===== src/rtl/gf180mcu_fd_sc_mcu7t5v0__rrarb3_1_pkg.sv =====
// Shared definitions for the three-requester round-robin arbiter.
// Holds the state encoding, reset constants and a grant-vector helper.
package gf180mcu_fd_sc_mcu7t5v0__rrarb3_1_pkg;

  typedef enum logic {
    ST_IDLE = 1'b0,
    ST_OWN  = 1'b1
  } arb_state_t;

  // LAST resets to 3 so the first search after reset starts at requester 1.
  localparam logic [1:0] LAST_RESET   = 2'd3;
  localparam int         HOLD_MAX_MIN = 1;
  localparam int         HOLD_MAX_MAX = 255;

  function automatic logic [2:0] onehot3(input logic [1:0] idx);
    logic [2:0] v;
    v = 3'b000;
    case (idx)
      2'd1:    v = 3'b001;
      2'd2:    v = 3'b010;
      2'd3:    v = 3'b100;
      default: v = 3'b000;
    endcase
    return v;
  endfunction

endpackage


===== src/rtl/gf180mcu_fd_sc_mcu7t5v0__or3_4.sv =====
// Three-input OR library cell, drive strength 4.
module gf180mcu_fd_sc_mcu7t5v0__or3_4 (
  input  logic A1,
  input  logic A2,
  input  logic A3,
  output logic Z
);

  assign Z = A1 | A2 | A3;

endmodule


===== src/rtl/gf180mcu_fd_sc_mcu7t5v0__rrarb3_pick.sv =====
// Combinational round-robin picker: searches from LAST+1, wrapping 3 -> 1,
// and returns the first asserted request index (1..3) with a valid flag.
module gf180mcu_fd_sc_mcu7t5v0__rrarb3_pick (
  input  logic [1:0] last,
  input  logic [2:0] req,
  output logic [1:0] win,
  output logic       valid
);

  logic [1:0] idx;

  always_comb begin
    win   = 2'd0;
    valid = 1'b0;
    idx   = last;
    for (int k = 0; k < 3; k++) begin
      idx = (idx == 2'd3) ? 2'd1 : idx + 2'd1;
      if (!valid && req[idx - 2'd1]) begin
        win   = idx;
        valid = 1'b1;
      end
    end
  end

endmodule


===== src/rtl/gf180mcu_fd_sc_mcu7t5v0__rrarb3_1.sv =====
// Three-requester round-robin arbiter with bounded grant hold.
// Registered one-hot grant; Z is the raw OR of the requests.
module gf180mcu_fd_sc_mcu7t5v0__rrarb3_1
  import gf180mcu_fd_sc_mcu7t5v0__rrarb3_1_pkg::*;
#(
  parameter int HOLD_MAX = 8
) (
  input  logic CLK,
  input  logic RST,
  input  logic A1,
  input  logic A2,
  input  logic A3,
  output logic G1,
  output logic G2,
  output logic G3,
  output logic BUSY,
  output logic Z
);

  localparam int          CW      = $clog2(HOLD_MAX + 1);
  localparam logic [CW-1:0] CNT_SAT = CW'(HOLD_MAX - 1);

  if (HOLD_MAX < HOLD_MAX_MIN || HOLD_MAX > HOLD_MAX_MAX) begin : g_bad_hold_max
    $error("HOLD_MAX out of legal range");
  end

  arb_state_t    state_q, state_d;
  logic [1:0]    last_q, last_d;
  logic [CW-1:0] cnt_q, cnt_d;
  logic [2:0]    grant_q, grant_d;
  logic          busy_q;

  logic [2:0] req;
  logic [2:0] holder_mask;
  logic       holder_req;
  logic [1:0] win;
  logic       win_valid;

  assign req         = {A3, A2, A1};
  assign holder_mask = (state_q == ST_OWN) ? onehot3(last_q) : 3'b000;
  assign holder_req  = |(req & holder_mask);

  gf180mcu_fd_sc_mcu7t5v0__or3_4 u_or3 (
    .A1 (A1),
    .A2 (A2),
    .A3 (A3),
    .Z  (Z)
  );

  // The holder is masked out, so in OWN the winner is always the next
  // requester after the holder; in IDLE the mask is empty.
  gf180mcu_fd_sc_mcu7t5v0__rrarb3_pick u_pick (
    .last  (last_q),
    .req   (req & ~holder_mask),
    .win   (win),
    .valid (win_valid)
  );

  always_comb begin
    state_d = state_q;
    last_d  = last_q;
    cnt_d   = cnt_q;
    grant_d = grant_q;
    case (state_q)
      ST_IDLE: begin
        if (win_valid) begin
          state_d = ST_OWN;
          last_d  = win;
          cnt_d   = '0;
          grant_d = onehot3(win);
        end
      end
      ST_OWN: begin
        // Hand over on release, or on preemption once the hold budget is spent.
        if (win_valid && (!holder_req || cnt_q == CNT_SAT)) begin
          last_d  = win;
          cnt_d   = '0;
          grant_d = onehot3(win);
        end else if (!holder_req) begin
          state_d = ST_IDLE;
          cnt_d   = '0;
          grant_d = 3'b000;
        end else if (cnt_q != CNT_SAT) begin
          cnt_d = cnt_q + CW'(1);
        end
      end
      default: begin
        state_d = ST_IDLE;
        grant_d = 3'b000;
      end
    endcase
  end

  always_ff @(posedge CLK or posedge RST) begin
    if (RST) begin
      state_q <= ST_IDLE;
      last_q  <= LAST_RESET;
      cnt_q   <= '0;
      grant_q <= 3'b000;
      busy_q  <= 1'b0;
    end else begin
      state_q <= state_d;
      last_q  <= last_d;
      cnt_q   <= cnt_d;
      grant_q <= grant_d;
      busy_q  <= |grant_d;
    end
  end

  assign G1   = grant_q[0];
  assign G2   = grant_q[1];
  assign G3   = grant_q[2];
  assign BUSY = busy_q;

endmodule


===== config.mk =====
export PLATFORM = sky130hd
export DESIGN_NAME = gf180mcu_fd_sc_mcu7t5v0__rrarb3_1
export DESIGN_NICKNAME = d
export VERILOG_FILES = /design/src/rtl/gf180mcu_fd_sc_mcu7t5v0__rrarb3_1_pkg.sv /design/src/rtl/gf180mcu_fd_sc_mcu7t5v0__or3_4.sv /design/src/rtl/gf180mcu_fd_sc_mcu7t5v0__rrarb3_pick.sv /design/src/rtl/gf180mcu_fd_sc_mcu7t5v0__rrarb3_1.sv
export SDC_FILE = /design/constraint.sdc
export NUM_CORES = 1
export LEC_CHECK = 0
export CORE_UTILIZATION = 50
export DETAILED_ROUTE_END_ITERATION = 7
export PLACE_DENSITY = 0.8
export SYNTH_ARGS = -nofsm -noshare
export SYNTH_HDL_FRONTEND = slang
export SYNTH_SLANG_ARGS = --single-unit

===== constraint.sdc =====
create_clock -name CLK -period 2.9 [get_ports CLK]
set_input_delay 0.87 -clock CLK [delete_from_list [all_inputs] [get_ports CLK]]
set_output_delay 0.87 -clock CLK [all_outputs]
set_load 0.02 [all_outputs]

* Yosys cells after proc, flatten, opt, wreduce, memory -nomap -nowiden
Index checks and enable logic that the tools add are counted.
** Operators by class
- $add $sub $neg :: 7
- Order comparisons :: 3
- Equal/unequal tests :: 13
- Mux-type cells :: 34
- Bitwise gates (word level) :: 6
- Reduce and logical (&&, ||, !) cells :: 11
** Operators by type and width (number)
- case mux 3 bit (3 select lines) :: 2
- 2-to-1 mux 2 bit :: 8
- 2-to-1 mux 4 bit :: 4
- == test 2 bit (second input constant) :: 6
- 2-to-1 mux 3 bit :: 4
- less-than comparator 2 x 3 -> 1 bit (second input constant) :: 3
- 2-to-1 mux 1 bit :: 9
- case mux 4 bit (2 select lines) :: 1
- adder 2 x 1 -> 2 bit (second input constant) :: 3
- AND 3 bit :: 2
- binary-select mux 1 bit (select 2 bit) :: 3
- case mux 3 bit (2 select lines) :: 1
- OR reduction 3 bit :: 2
- subtractor 2 x 1 -> 2 bit (second input constant) :: 3
- adder 4 x 1 -> 4 bit (second input constant) :: 1
- == test 2 x 1 -> 1 bit (second input constant) :: 2
- == test 4 x 3 -> 1 bit (second input constant) :: 1
- inequality test 4 x 2 -> 1 bit (second input constant) :: 1
- inequality test 4 x 3 -> 1 bit (second input constant) :: 1
- case mux 2 bit (2 select lines) :: 1
- AND reduction 2 bit :: 2
- logical AND 1 bit :: 3
- logical NOT 1 bit :: 3
- NOT 3 bit :: 1
- other kinds (6) :: 7
** Storage, ports and cells
- Register bits :: 11
- Input bits :: 5
- Output and inout port bits :: 5
- Word-level logic and storage cells :: 79

* Longest topological paths before layout
- Word-level depth :: 19
- Gate-level depth with buffers :: 9
- Depth with buffers taken out :: 8

* Hierarchy
From an unflattened synthesis, not the netlist that was laid out.
** Second synthesis, totals
- Cell total of the unflattened synthesis :: 99
- Area, all modules :: 880.8 um^2
** Modules (own cells, without submodules)
- gf180mcu_fd_sc_mcu7t5v0__rrarb3_1 :: times used 1, cells each 71, area each 678.2 um^2, sequential area each 277.8 um^2
- gf180mcu_fd_sc_mcu7t5v0__rrarb3_pick :: times used 1, cells each 27, area each 196.4 um^2, sequential area each 0.0 um^2
- gf180mcu_fd_sc_mcu7t5v0__or3_4 :: times used 1, cells each 1, area each 6.3 um^2, sequential area each 0.0 um^2

* Worst setup path after synthesis
Ideal clock, no wire load.
- Path type :: input to output
- Start :: input port A1
- End :: output port Z
- Arrival :: 1331 ps
- Data required time :: 2030 ps
- Slack :: 699 ps
- Cell stages on the path :: 1
- Buffers on the path :: 0
- Path through :: or3_1
** On the way
- Cells in the longest elaborated chain, start to end :: 2
** RTL lines
- from (decl) :: line gf180mcu_fd_sc_mcu7t5v0__rrarb3_1.sv:10 : input logic A1,
- bitwise OR 1 bit (2 in a row) :: line gf180mcu_fd_sc_mcu7t5v0__or3_4.sv:9 : assign Z = A1 | A2 | A3;
- to (decl) :: line gf180mcu_fd_sc_mcu7t5v0__rrarb3_1.sv:17 : output logic Z
No other way between the ends.

* Final worst setup path
Ends and elaborated chain as after synthesis.

==> flow_summary.toml <==
[run_status]
status = "finished, final reports clean"

[synth]
ys_top_cells_by_count = "dfrtp_1 (9), inv_1 (9), ha_1 (6), o21ai_0 (6)"
synth_ff_type = "dfrtp_1"
synth.yosys.seq_area_share_pct = 30.45
syn_inst = 99
syn-cell-area_um2 = 912.1
synth_area_leaders = "dfrtp_1 (25%), ha_1 (8.2%), dfstp_2 (5.8%), inv_1 (3.7%), o21ai_0 (3.3%)"
netlist.area_leader.share_pct = 24.69
synth-async-reset-ratio_pct = 100.0
syn-num-nets = 110
ys_seq_elements = 11
synth_edf_count = 0
synth_warnings = 0
syn_avg_cell_area_um2 = 9.213
netlist-cell-type-count = 45
synth_area_leader_cell = "dfrtp_1"

[place]
gp_congestion = 0.8609
dp_hpwl_um = 1532
port_buffers = 9
dp.cells = 136

[cts]
cts_hold_buf = 0
root_buffer = "clkbuf_4"
cts_buffer_depth = 2
h-tree-depth = 1
worstSkewPairLatency_ns = 0.27
cts-resized-gates = 1
post_cts_buffers = 0
numCtsBuffers = 3
cts_tree = "done"
path_clk_slew_ns = 0.07
clock-sinks = 11

[route]
wl_um = 1959
routedWlPerCell_um = 13.99
antenna_left = 0
vias = 833
viasPerCell = 5.950
drcViolationCount = 0
drt_iter0_markers = 32
first_pass_iters = 4

[flow_run]
drv_cap = 0

[sta]
max_freq_ghz = 0.3534
rsz0062_at_grt = "false"
fin_crit_ns = 2.830
hold_slack_ns = 0.5343
tightest_slew_ns = 0.3986
drv_slew = 0
final-hold-violation-count = 0
fin_setup_tns_ns = 0
final.setup_skew_ns = 0.008049
setup_viol = 0
fin_crit_sh_pct = 97.59
slew_headroom_pct = 73.40

[finish]
nNetsFinal = 127
syn2layout_area_growth_pct = 17.70
postLayoutCoreUtil_pct = 62.17
n_antenna_cell = 0
final_layout_size_suffix_gt1_share_pct = 19.13
instances_no_fill = 140

[critical_path]
cp-end-kind = "output port"
crit_type = "primary input to output port"
r2r_slack_ns = 0.44
cp.arrival_ns = 1.96
reg2regPathDepth = 8
cp-start-kind = "primary input"
cp.required_ns = 2.03
cp_max_fo = 2

[min_path]
min_path_type = "register to register"
hold_depth = 1

[die]
die_y_um = 44.71
fp.dieW_um = 44.71
ios = 10
rows = 15
core_area_um2 = 1727
start_util_pct = 52.83
dieArea_um2 = 1999

[global_route]
grt_pass1_vias = 752
antenna_found_initial = 0
grt_pass1_wl_um = 3194
overflow = 0
grt_start_max_net_pins = 12
gr-usage-all-layers_pct = 22.15
## metrics by stage
step / worst slack, ns / cell area, um^2
global route: 0.03529 / 1074
detailed placement: -0.1553 / 1049
floorplan: 0.6994 / 912.1
global placement: -0.1531 / 1049
finish: 0.06997 / 1074
CTS: 0.06665 / 1074
## layout by cell type (no fill, tap or decap), types with 3 or more instances in the layout
cell and n:
a21o_1 3, a21oi_1 3, buf_4 5, clkbuf_4 3
clkdlybuf4s50_1 8, dfrtp_1 9, ha_1 6, inv_1 9
nand2_1 5, nor2_1 5, o21ai_0 6, o22ai_1 3
## cell families after synthesis
logic type	synth area share (%)
AND/OR/NAND/NOR	16.46
adder cells (fa/ha/maj)	8.230
buffers and inverters	6.172
multiplexers	5.075
AO/OA/AOI/OAI	33.61
flip-flops	30.45
## sequential cells by signal, indices dropped and copies added, names as in the netlist
register  flops
grant_q       3
state_q       1
last_q        2
cnt_q         4
BUSY          1
## worst max-delay path, stage by stage
cell and delay, ns:
clkdlybuf4s50_1 0.41, or3_1 0.36, dlygate4sd2_1 0.32
## cell type report
class	count	area [um^2]
clock buffers	4	26.28
fillers	157	653.1
inverters	9	33.78
multi-input cells	77	578.1
flip-flops and latches	11	277.8
well taps	25	31.28
repair buffers	14	126.4
## final timing paths
path | to | from
setup / recovery | Z | A1
hold / removal | cnt_q[3] | cnt_q[3]
setup reg to reg | BUSY | last_q[0]
hold reg to reg | cnt_q[3] | cnt_q[3]
max in group asynchronous | last_q[0] | RST
min in group asynchronous | grant_q[0] | RST
## routing by layer
metal | global-route usage (%) | vias up | wire, um
met5 | 0 | - | 0
met4 | 9.091 | 0 | 15
met3 | 7.600 | 2 | 125
met2 | 35.88 | 34 | 930
met1 | 26.97 | 390 | 887
li1 | - | 407 | -
Power is left out: the tool's default activity adds up to more than one toggle a clock period on the data nets, which glitch-free logic cannot reach.
